`src/rtl/score_pkg.sv`:
```
// Shared core definitions: funct3 encodings, memory access sizes and LSU states.
// Also holds the funct3 legality check used by the load/store unit.
package score_pkg;

   localparam logic [2:0] F3_B  = 3'b000;
   localparam logic [2:0] F3_H  = 3'b001;
   localparam logic [2:0] F3_W  = 3'b010;
   localparam logic [2:0] F3_BU = 3'b100;
   localparam logic [2:0] F3_HU = 3'b101;

   typedef enum logic [1:0] {
      MEM_BYTE = 2'b00,
      MEM_HALF = 2'b01,
      MEM_WORD = 2'b10
   } mem_size_e;

   typedef enum logic [1:0] {
      IDLE   = 2'd0,
      ACCESS = 2'd1,
      SPLIT  = 2'd2,
      RESP   = 2'd3
   } lsu_state_e;

   // Stores only have the signed encodings; unsigned variants exist for loads only.
   function automatic logic f3_legal(input logic we, input logic [2:0] f3);
      logic ok;
      ok = (f3 == F3_B) || (f3 == F3_H) || (f3 == F3_W);
      if (!we) begin
         ok = ok || (f3 == F3_BU) || (f3 == F3_HU);
      end
      return ok;
   endfunction

endpackage

```
`src/rtl/slsu_extend.sv`:
```
// Sign/zero extension of load data from 8, 16 or 32 bits, selected by funct3.
module slsu_extend
   import score_pkg::*;
#(
   parameter int DATA_WIDTH = 32
) (
   input  logic [2:0]            funct3,
   input  logic [DATA_WIDTH-1:0] data_in,
   output logic [DATA_WIDTH-1:0] data_out
);

   logic fill_b;
   logic fill_h;

   // funct3[2] set means an unsigned load (LBU/LHU)
   assign fill_b = ~funct3[2] & data_in[7];
   assign fill_h = ~funct3[2] & data_in[15];

   always_comb begin
      data_out = data_in;
      case (funct3[1:0])
         MEM_BYTE: data_out = {{(DATA_WIDTH-8){fill_b}}, data_in[7:0]};
         MEM_HALF: data_out = {{(DATA_WIDTH-16){fill_h}}, data_in[15:0]};
         default:  data_out = data_in;
      endcase
   end

endmodule

```
`src/rtl/slsu.sv`:
```
// Load/store unit: one request at a time, aligned accesses in one memory cycle,
// misaligned ones split into byte accesses, response returned over valid/ready.
//
// state  | meaning
// IDLE   | ready for a request; computes address, legality and bounds on accept
// ACCESS | single aligned memory cycle
// SPLIT  | one byte access per cycle, idx 0..n-1
// RESP   | response held on rsp_* until rsp_ready_i
module slsu
   import score_pkg::*;
#(
   parameter int DATA_WIDTH = 32,
   parameter int MEM_SIZE   = 1024
) (
   input  logic                  clk,
   input  logic                  rst,
   input  logic                  req_valid_i,
   output logic                  req_ready_o,
   input  logic                  req_we_i,
   input  logic [2:0]            req_funct3_i,
   input  logic [DATA_WIDTH-1:0] req_base_i,
   input  logic [DATA_WIDTH-1:0] req_offset_i,
   input  logic [DATA_WIDTH-1:0] req_wdata_i,
   input  logic [4:0]            req_rd_i,
   output logic                  rsp_valid_o,
   input  logic                  rsp_ready_i,
   output logic [DATA_WIDTH-1:0] rsp_rdata_o,
   output logic [4:0]            rsp_rd_o,
   output logic                  rsp_err_o,
   output logic                  mem_read_o,
   output logic                  mem_write_o,
   output logic [1:0]            mem_size_o,
   output logic [DATA_WIDTH-1:0] mem_addr_o,
   output logic [DATA_WIDTH-1:0] mem_wdata_o,
   input  logic [DATA_WIDTH-1:0] mem_rdata_i
);

   localparam logic [DATA_WIDTH:0] ADDR_LIMIT = (DATA_WIDTH+1)'(MEM_SIZE - 3);

   lsu_state_e            state_q, state_d;
   logic [DATA_WIDTH-1:0] addr_q, addr_d;
   logic                  we_q, we_d;
   logic [2:0]            f3_q, f3_d;
   logic [DATA_WIDTH-1:0] wdata_q, wdata_d;
   logic [4:0]            rd_q, rd_d;
   logic [1:0]            idx_q, idx_d;
   logic [DATA_WIDTH-1:0] asm_q, asm_d;
   logic [DATA_WIDTH-1:0] rdata_q, rdata_d;
   logic                  err_q, err_d;

   logic [DATA_WIDTH-1:0] eff_addr;
   logic [DATA_WIDTH:0]   req_span;
   logic [DATA_WIDTH:0]   last_addr;
   logic                  req_aligned;
   logic                  req_fault;
   logic [1:0]            last_idx;
   logic [4:0]            byte_sel;
   logic [DATA_WIDTH-1:0] asm_merge;
   logic [DATA_WIDTH-1:0] ext_in;
   logic [DATA_WIDTH-1:0] ext_out;

   assign eff_addr = req_base_i + req_offset_i;

   // Bounds use 33 bits so a wrapped address can never sneak under the limit.
   always_comb begin
      req_aligned = 1'b1;
      req_span    = '0;
      case (req_funct3_i[1:0])
         2'b00: begin
            req_aligned = 1'b1;
            req_span    = '0;
         end
         2'b01: begin
            req_aligned = ~eff_addr[0];
            req_span    = (DATA_WIDTH+1)'(1);
         end
         default: begin
            req_aligned = (eff_addr[1:0] == 2'b00);
            req_span    = (DATA_WIDTH+1)'(3);
         end
      endcase
      last_addr = {1'b0, eff_addr} + (req_aligned ? '0 : req_span);
      req_fault = !f3_legal(req_we_i, req_funct3_i) || (last_addr >= ADDR_LIMIT);
   end

   assign last_idx = (f3_q[1:0] == 2'b01) ? 2'd1 : 2'd3;
   assign byte_sel = {idx_q, 3'b000};

   always_comb begin
      asm_merge = asm_q;
      asm_merge[byte_sel +: 8] = mem_rdata_i[7:0];
   end

   assign ext_in = (state_q == SPLIT) ? asm_merge : mem_rdata_i;

   slsu_extend #(
      .DATA_WIDTH (DATA_WIDTH)
   ) u_extend (
      .funct3   (f3_q),
      .data_in  (ext_in),
      .data_out (ext_out)
   );

   always_comb begin
      state_d     = state_q;
      addr_d      = addr_q;
      we_d        = we_q;
      f3_d        = f3_q;
      wdata_d     = wdata_q;
      rd_d        = rd_q;
      idx_d       = idx_q;
      asm_d       = asm_q;
      rdata_d     = rdata_q;
      err_d       = err_q;
      req_ready_o = 1'b0;
      mem_read_o  = 1'b0;
      mem_write_o = 1'b0;
      mem_size_o  = 2'b00;
      mem_addr_o  = '0;
      mem_wdata_o = '0;
      case (state_q)
         IDLE: begin
            req_ready_o = 1'b1;
            if (req_valid_i) begin
               addr_d  = eff_addr;
               we_d    = req_we_i;
               f3_d    = req_funct3_i;
               wdata_d = req_wdata_i;
               rd_d    = req_rd_i;
               idx_d   = 2'd0;
               asm_d   = '0;
               rdata_d = '0;
               err_d   = req_fault;
               if (req_fault) begin
                  state_d = RESP;
               end else if (req_aligned) begin
                  state_d = ACCESS;
               end else begin
                  state_d = SPLIT;
               end
            end
         end
         ACCESS: begin
            mem_read_o  = ~we_q;
            mem_write_o = we_q;
            mem_size_o  = f3_q[1:0];
            mem_addr_o  = addr_q;
            mem_wdata_o = wdata_q;
            if (!we_q) begin
               rdata_d = ext_out;
            end
            state_d = RESP;
         end
         SPLIT: begin
            mem_read_o  = ~we_q;
            mem_write_o = we_q;
            mem_size_o  = MEM_BYTE;
            mem_addr_o  = addr_q + DATA_WIDTH'(idx_q);
            mem_wdata_o = {{(DATA_WIDTH-8){1'b0}}, wdata_q[byte_sel +: 8]};
            asm_d       = asm_merge;
            if (idx_q == last_idx) begin
               if (!we_q) begin
                  rdata_d = ext_out;
               end
               state_d = RESP;
            end else begin
               idx_d = idx_q + 2'd1;
            end
         end
         RESP: begin
            if (rsp_ready_i) begin
               state_d = IDLE;
            end
         end
         default: state_d = IDLE;
      endcase
   end

   always_ff @(posedge clk) begin
      if (rst) begin
         state_q <= IDLE;
         addr_q  <= '0;
         we_q    <= 1'b0;
         f3_q    <= 3'b000;
         wdata_q <= '0;
         rd_q    <= '0;
         idx_q   <= 2'd0;
         asm_q   <= '0;
         rdata_q <= '0;
         err_q   <= 1'b0;
      end else begin
         state_q <= state_d;
         addr_q  <= addr_d;
         we_q    <= we_d;
         f3_q    <= f3_d;
         wdata_q <= wdata_d;
         rd_q    <= rd_d;
         idx_q   <= idx_d;
         asm_q   <= asm_d;
         rdata_q <= rdata_d;
         err_q   <= err_d;
      end
   end

   assign rsp_valid_o = (state_q == RESP);
   assign rsp_rdata_o = rdata_q;
   assign rsp_rd_o    = rd_q;
   assign rsp_err_o   = err_q;

endmodule

```
`config.mk`:
```
export PLATFORM = sky130hd
export DESIGN_NAME = slsu
export DESIGN_NICKNAME = d
export VERILOG_FILES = /design/src/rtl/score_pkg.sv /design/src/rtl/slsu_extend.sv /design/src/rtl/slsu.sv
export SDC_FILE = /design/constraint.sdc
export NUM_CORES = 1
export LEC_CHECK = 0
export CORE_MARGIN = 10
export CORE_UTILIZATION = 45
export CTS_BUF_LIST = sky130_fd_sc_hd__clkbuf_8
export DETAILED_ROUTE_END_ITERATION = 7
export PLACE_DENSITY = 0.74
export RECOVER_POWER = 100
export SLEW_MARGIN = 0
export SYNTH_ARGS = -nofsm -noshare
export SYNTH_HDL_FRONTEND = slang
export SYNTH_SLANG_ARGS = --single-unit
```
`constraint.sdc`:
```
create_clock -name clk -period 14.1 [get_ports clk]
set_input_delay 4.23 -clock clk [delete_from_list [all_inputs] [get_ports clk]]
set_output_delay 4.23 -clock clk [all_outputs]
set_load 0.05 [all_outputs]
```
==> impl_metrics.py, run 1 <==
metrics = {
    "clocking": {
        "clkSinkCount": 142,
        "cts_max_path_buffers": 2,
        "cts_tree": "done",
        "htreeDepth": 4,
        "cts_made_buffers": 17,
        "cts_hold_buf": 0,
        "clk_pin_slew_ns": 0.08,
        "cts_root_buffer": "clkbuf_8",
        "cts_resized": 0,
        "post_cts_buffers": 0,
        "insertion_delay_ns": 0.46,
    },
    "critical_path": {
        "path_class": "flip-flop to primary output",
        "cp_num_buf_inv": 1,
        "critPathArrivalTime_ns": 4.98,
        "crit_path_max_fanout": 17,
        "worst_ep_required_time_ns": 9.87,
        "startpoint_type": "flip-flop",
        "worstPathCellList": "ha_1 > a21oi_1 > nor2b_1 > and3_1 > and3_1 > nand3_1 > or2_2 > nor2_1 > and3_1 > nand3_1 > or4_1 > a21oi_1 > dlygate4sd3_1",
        "critical_path.max_stage_delay_ns": 0.94,
        "cp-end-kind": "primary output",
        "cp_slowest_cell": "dlygate4sd3_1",
        "critical_path.top_delay_family": "simple AND/OR/NAND/NOR gates",
        "path_common_cell": "and3_1",
    },
    "logic_synthesis": {
        "synth-edff-count": 0,
        "syn_inst": 1404,
        "synthFlopType": "dfxtp_1",
        "syn-cell-area_um2": 10100,
        "synthesis.nets": 1593,
        "synthArstFlopShare_pct": 0,
        "synth_cell_types": 94,
        "ys_ff_latch": 142,
        "seq_area_frac_synth_pct": 28.1,
        "yosys_warnings": 0,
        "syn_area_per_cell_um2": 7.21,
    },
    "timing": {
        "finalSetupViolations": 0,
        "period_share_pct": 65.3,
        "skew_ns": 0.0139,
        "max_slew_margin_pct": -204,
        "setup_ws_ns": 4.89,
        "worst-slew-pin-transition_ns": 4.56,
        "fin_crit_ns": 9.21,
        "fmax_mhz": 109,
        "final_max_slew_viol_count": 234,
        "setup_tns_ns": 0,
        "rsz0062_at_grt": "no",
        "whs_ns": 0.451,
        "hold_viol_final": 0,
    },
    "die": {
        "die_h_um": 170,
        "die_x_um": 170,
        "row_count": 54,
        "dieArea_um2": 28900,
        "core_um2": 22000,
        "start_util_pct": 46.1,
        "io-pin-count": 249,
    },
    "routing": {
        "drt_iter0_drc": 948,
        "wl_mm": 34.0,
        "drt_pass1_iterations": 5,
        "vias": 10927,
        "wl_per_cell_um": 18.0,
        "drc": 0,
        "drt-vias-per-instance": 5.78,
        "drtAntennaViolNets": 0,
    },
    "global_routing": {
        "globalRouteMet2Util_pct": 37.3,
        "grt_most_used_layer": "met2",
        "grt.overflow.total": 0,
        "grt_pass1_vias": 10298,
        "grt_use_met3_pct": 5.46,
        "antenna_found_initial": 4,
        "grt_pass1_wl_mm": 53.2,
        "grt_max_degree": 101,
        "grt_use_met1_pct": 26.7,
        "grt_usage_pct": 22.3,
    },
    "finish": {
        "final_design_area_no_fill_um2": 13100,
        "final_layout_size_suffix_gt1_share_pct": 6.72,
        "fin_nets": 1782,
        "final_cell_mix": "nand2_1 (265), a21oi_1 (198), nor2_1 (155), dfxtp_1 (142), clkdlybuf4s50_1 (139)",
        "syn_to_final_growth_pct": 29.3,
        "final_cell_count_no_fill": 1889,
        "final_util_pct": 59.6,
        "layout_commonest_cell": "nand2_1",
    },
    "power": {
        "ir_drop_v": 0.000103,
        "leakagePower_nw": 5.18,
        "power_mw": 2.01,
        "p_per_area_nw_per_um2": 153,
    },
    "placed_design": {
        "hpwl_mm": 25.6,
        "pre_cts_slack_ns": 5.26,
        "place.gp.congestion": 0.947,
        "place_area_um2": 12700,
        "placedCellCount": 1854,
        "numPortBuffers": 248,
    },
    "run_status": {
        "status": "finished, violations left",
        "violations": "capacitance limit, slew limit",
    },
    "run": {
        "maxCapViolations": 4,
    },
    "hold_path": {
        "hp-class": "flip-flop to flip-flop",
    },
}
==> sequential cells by signal, indices dropped and copies added, names as in the netlist <==
register,flops
state_q,2
f3_q,3
rsp_rdata_o,32
rsp_rd_o,5
wdata_q,32
addr_q,32
idx_q,2
we_q,1
rsp_err_o,1
asm_q,32
==> report_power, final <==
| part | total, mW | switching (mW) | internal, mW | leakage [nW] |
|---|---|---|---|---|
| Clock | 0.359 | 0.175 | 0.183 | 0.215 |
| Sequential | 0.565 | 0.0773 | 0.487 | 1.16 |
| Combinational | 1.08 | 0.761 | 0.324 | 3.81 |
| Total | 2.01 | 1.01 | 0.994 | 5.18 |
==> tightest hold or removal path, cell delays in order, from the launching register on <==
cell and delay, ns:
dfxtp_1 0.31, nand2_1 0.05, a21oi_1 0.05
==> cells in the mapped netlist, types with 4 or more instances <==
cell type,count,share of area (%)
nand3b_1,9,0.67
nor2b_1,12,0.74
nand2_1,266,9.9
o211ai_1,6,0.45
a2bb2oi_1,11,0.95
and3_1,38,2.3
nand4_1,11,0.68
clkbuf_1,71,2.6
a311oi_1,6,0.52
o21bai_1,4,0.30
buf_1,9,0.33
o21ai_0,72,3.6
nand3_1,23,1.1
nor4_1,4,0.25
a21oi_1,198,9.8
or2_2,5,0.31
xor2_1,18,1.6
ha_1,45,5.6
inv_1,38,1.4
o21a_1,5,0.37
a22oi_1,28,2.1
a21o_1,7,0.52
dfxtp_1,142,28
o211ai_2,4,0.49
a31oi_1,20,1.2
nor3_1,30,1.5
nor2_1,155,5.7
a211oi_1,18,1.3
or3_1,4,0.25
and2_1,8,0.49
xnor2_1,20,1.7
a21oi_2,8,0.69
o21ai_1,4,0.20
nand2b_1,7,0.43
mux4_2,8,1.8
a31o_2,4,0.35
==> final cells by class <==
class | instances | area [um^2]
inverters | 38 | 143
multi-input cells | 1136 | 6780
flip-flops and latches | 142 | 2840
clock inverters | 14 | 178
clock buffers | 18 | 248
fillers | 2038 | 8870
diodes | 3 | 7.51
repair buffers | 258 | 2540
well taps | 280 | 350
==> cell families (layout without fill, tap and decap cells) <==
| kind of cell | Yosys count | after routing | share of synthesized area, % |
|---|---|---|---|
| adders and majority gates | 48 | 48 | 6.16 |
| and+or+nand+nor | 608 | 608 | 28.0 |
| buffers and inverters | 126 | 328 | 4.96 |
| muxes | 11 | 11 | 2.13 |
| AOI/OAI and AO/OA | 429 | 429 | 27.0 |
| DFF | 142 | 142 | 28.1 |
| xor gates and xnor gates | 40 | 40 | 3.61 |
| other | 0 | 3 | 0 |
==> per-layer routing <==
metal,vias to the layer above,wire length [um]
met1,5105,14000
met4,2,1290
li1,5357,-
met5,-,20
met2,395,16200
met3,68,2510
==> worst paths after layout <==
kind | startpoint | depth (start not counted) | endpoint | slack [ns]
worst max-delay path | idx_q[0]$_SDFFE_PP0P_ | 13 | mem_addr_o[31] | 4.89
worst min-delay path | rsp_rd_o[0]$_SDFFE_PP0P_ | 2 | rsp_rd_o[0]$_SDFFE_PP0P_ | 0.45
worst max register to register | state_q[1]$_SDFFE_PP0P_ | 9 | rsp_rdata_o[5]$_SDFFE_PP0P_ | 9.05
worst min register to register | rsp_rd_o[0]$_SDFFE_PP0P_ | 2 | rsp_rd_o[0]$_SDFFE_PP0P_ | 0.45
Note: power is estimated with default switching activity, not from simulation.
==> run 2, diff against run 1 <==
--- a/config.mk
+++ b/config.mk
@@ -9,7 +9,7 @@
 export CORE_UTILIZATION = 45
 export CTS_BUF_LIST = sky130_fd_sc_hd__clkbuf_8
 export DETAILED_ROUTE_END_ITERATION = 7
-export PLACE_DENSITY = 0.74
+export PLACE_DENSITY = 0.77
 export RECOVER_POWER = 100
 export SLEW_MARGIN = 0
 export SYNTH_ARGS = -nofsm -noshare
==> constraint.sdc (replaced) <==
create_clock -name clk -period 8.1 [get_ports clk]
set_input_delay 2.43 -clock clk [delete_from_list [all_inputs] [get_ports clk]]
set_output_delay 2.43 -clock clk [all_outputs]
set_load 0.05 [all_outputs]
==> run 2 against run 1 <==
Compared with the run above: the flow still finishes with violations (capacitance limit, slew limit); highest routed layer unchanged; clock skew is 0.0071 ns higher; routed wire length is 0.34% lower; sequential power is 71% higher; sequential share of layout area is 0.10 points higher; utilization is 0.28 points lower; largest power group unchanged; via count is 0.30% higher; critical path depth is 7 lower; critical path type unchanged.
==> impl_metrics.py, run 2 (synthesis gave the netlist of run 1 again) <==
metrics = {
    "clocking": {
        "cts_tree": "done",
        "cts_root_buffer": "clkbuf_8",
        "htreeDepth": 4,
        "cts_made_buffers": 17,
        "insertion_delay_ns": 0.45,
        "cts_resized": 0,
        "clkSinkCount": 142,
        "cts_hold_buf": 0,
        "post_cts_buffers": 0,
        "cts_max_path_buffers": 2,
        "clk_pin_slew_ns": 0.09,
    },
    "finish": {
        "final_design_area_no_fill_um2": 13000,
        "fin_nets": 1785,
        "final_layout_size_suffix_gt1_share_pct": 6.46,
        "n_fill_cell": 2038,
        "layout_commonest_cell": "nand2_1",
        "ff_latch_area_um2": 2840,
        "final_cell_mix": "nand2_1 (265), a21oi_1 (198), nor2_1 (156), dfxtp_1 (142), clkdlybuf4s50_1 (140)",
        "syn_to_final_growth_pct": 28.7,
        "final_util_pct": 59.3,
        "multiInputGateArea_um2": 6730,
    },
    "placed_design": {
        "hpwl_mm": 25.4,
        "place.gp.congestion": 0.943,
        "numPortBuffers": 248,
        "place_area_um2": 12700,
    },
    "global_routing": {
        "grt.overflow.total": 0,
        "antenna_found_initial": 2,
        "grt_usage_pct": 22.5,
        "grt_use_met3_pct": 5.88,
        "grt_most_used_layer": "met2",
        "globalRouteMet2Util_pct": 36.9,
        "grt_pass1_wl_mm": 53.7,
        "grt_max_degree": 98,
        "grt_pass1_vias": 10005,
        "grt_use_met1_pct": 28.3,
    },
    "timing": {
        "whs_ns": 0.454,
        "rsz0062_at_grt": "no",
        "skew_ns": 0.0210,
        "final_max_slew_viol_count": 173,
        "max_slew_margin_pct": -118,
        "finalSetupViolations": 0,
        "fin_crit_ns": 7.50,
        "worst-slew-pin-transition_ns": 3.27,
        "setup_tns_ns": 0,
        "period_share_pct": 92.6,
        "hold_viol_final": 0,
        "fmax_mhz": 133,
    },
    "critical_path": {
        "critical_path.top_delay_family": "buffers and inverters",
        "worstPathCellList": "inv_1 > ha_1 > clkbuf_1 > inv_1 > a311oi_1 > clkdlybuf4s50_1",
        "timing.rr.end": "rsp_rdata_o[4]$_SDFFE_PP0P_",
        "critPathArrivalTime_ns": 5.07,
        "cp_num_buf_inv": 4,
        "timing.rr.start": "state_q[0]$_SDFFE_PP0P_",
        "critical_path.max_stage_delay_ns": 1.05,
        "cp-end-kind": "primary output",
        "path_common_cell": "inv_1",
        "r2r_setup_slack_ns": 2.81,
        "worst_ep_required_time_ns": 5.67,
        "startpoint_type": "flip-flop",
        "worst-r2r-cell-count": 9,
        "cp_slowest_cell": "clkbuf_1",
        "path_class": "flip-flop to primary output",
        "crit_path_max_fanout": 34,
    },
    "run_status": {
        "violations": "capacitance limit, slew limit",
        "status": "finished, violations left",
    },
    "power": {
        "p_per_area_nw_per_um2": 265,
        "leakagePower_nw": 5.15,
        "ir_drop_v": 0.000231,
        "power_mw": 3.45,
    },
    "hold_path": {
        "hold_start": "rsp_rdata_o[8]$_SDFFE_PP0P_",
        "worst_hold_path.num_cells": 2,
        "holdPathEnd": "rsp_rdata_o[8]$_SDFFE_PP0P_",
        "hp-class": "flip-flop to flip-flop",
    },
    "routing": {
        "drc": 0,
        "drt-vias-per-instance": 5.80,
        "drtAntennaViolNets": 0,
        "wl_mm": 33.9,
        "wl_per_cell_um": 18.0,
        "drt_iter0_drc": 1119,
        "drt_pass1_iterations": 5,
        "vias": 10960,
    },
    "die": {
        "io-pin-count": 249,
        "start_util_pct": 46.1,
        "row_count": 54,
        "die_h_um": 170,
        "die_x_um": 170,
        "dieArea_um2": 28900,
        "core_um2": 22000,
    },
    "run": {
        "maxCapViolations": 3,
    },
}
[run 2: cell count changes in the layout (fill, tap and decap cells not counted), sizes merged]
cell and delta:
inv -1, diode -2, buf +3, clkinv +3
clkinvlp +1, dlygate4sd3 -1, bufinv -2, clkdlybuf4s50 +1
clkbuf -1
[run 2: power breakdown]
part,total [mW],internal [mW],switching (mW)
registers,0.968,0.847,0.121
logic,1.91,0.578,1.33
clock network,0.568,0.253,0.315
[run 2: per-stage QoR]
stage	cells	setup slack [ns]
floorplan	1404	2.00
global placement	1857	1.19
detailed placement	1857	1.09
CTS	1889	1.14
global route	1890	0.446
finish	1890	0.600
[run 2: cell type report]
cell class / instances / share of cell area, %
clock inverters: 15 / 1.20
well taps: 280 / 2.69
multi-input cells: 1136 / 51.7
diodes: 1 / 0.0192
repair buffers: 261 / 19.7
inverters: 38 / 1.10
flip-flops and latches: 142 / 21.8
clock buffers: 17 / 1.80
[run 2: routing by layer]
layer	up-vias	routed length (um)
li1	5348	-
met1	5153	14400
met2	408	16000
met3	49	2620
met4	2	879
met5	-	20
[run 2: how the worst max path moves through the flow]
stage / from / depth (start not counted) / end
final: state_q[1]$_SDFFE_PP0P_ / 6 / mem_addr_o[20]
after global placement: req_base_i[0] / 20 / state_q[0]$_SDFFE_PP0P_
after detailed placement: req_base_i[0] / 20 / state_q[0]$_SDFFE_PP0P_
after CTS: addr_q[1]$_SDFFE_PP0P_ / 13 / mem_addr_o[31]
after floorplan: req_base_i[0] / 19 / state_q[0]$_SDFFE_PP0P_
after global routing: state_q[1]$_SDFFE_PP0P_ / 6 / mem_addr_o[20]
[run 2: tightest hold or removal path, stage by stage (launching register included)]
cell and delay, ns:
dfxtp_1 0.31, nand2_1 0.05, a21oi_1 0.05
==> run 3, diff against run 2 <==
--- a/config.mk
+++ b/config.mk
@@ -11,6 +11,7 @@
 export DETAILED_ROUTE_END_ITERATION = 7
 export PLACE_DENSITY = 0.77
 export RECOVER_POWER = 100
+export SKIP_CTS_REPAIR_TIMING = 1
 export SLEW_MARGIN = 0
 export SYNTH_ARGS = -nofsm -noshare
 export SYNTH_HDL_FRONTEND = slang
==> results of run 3 <==
No change in the layout: final DEF, timing and power equal those of run 2.
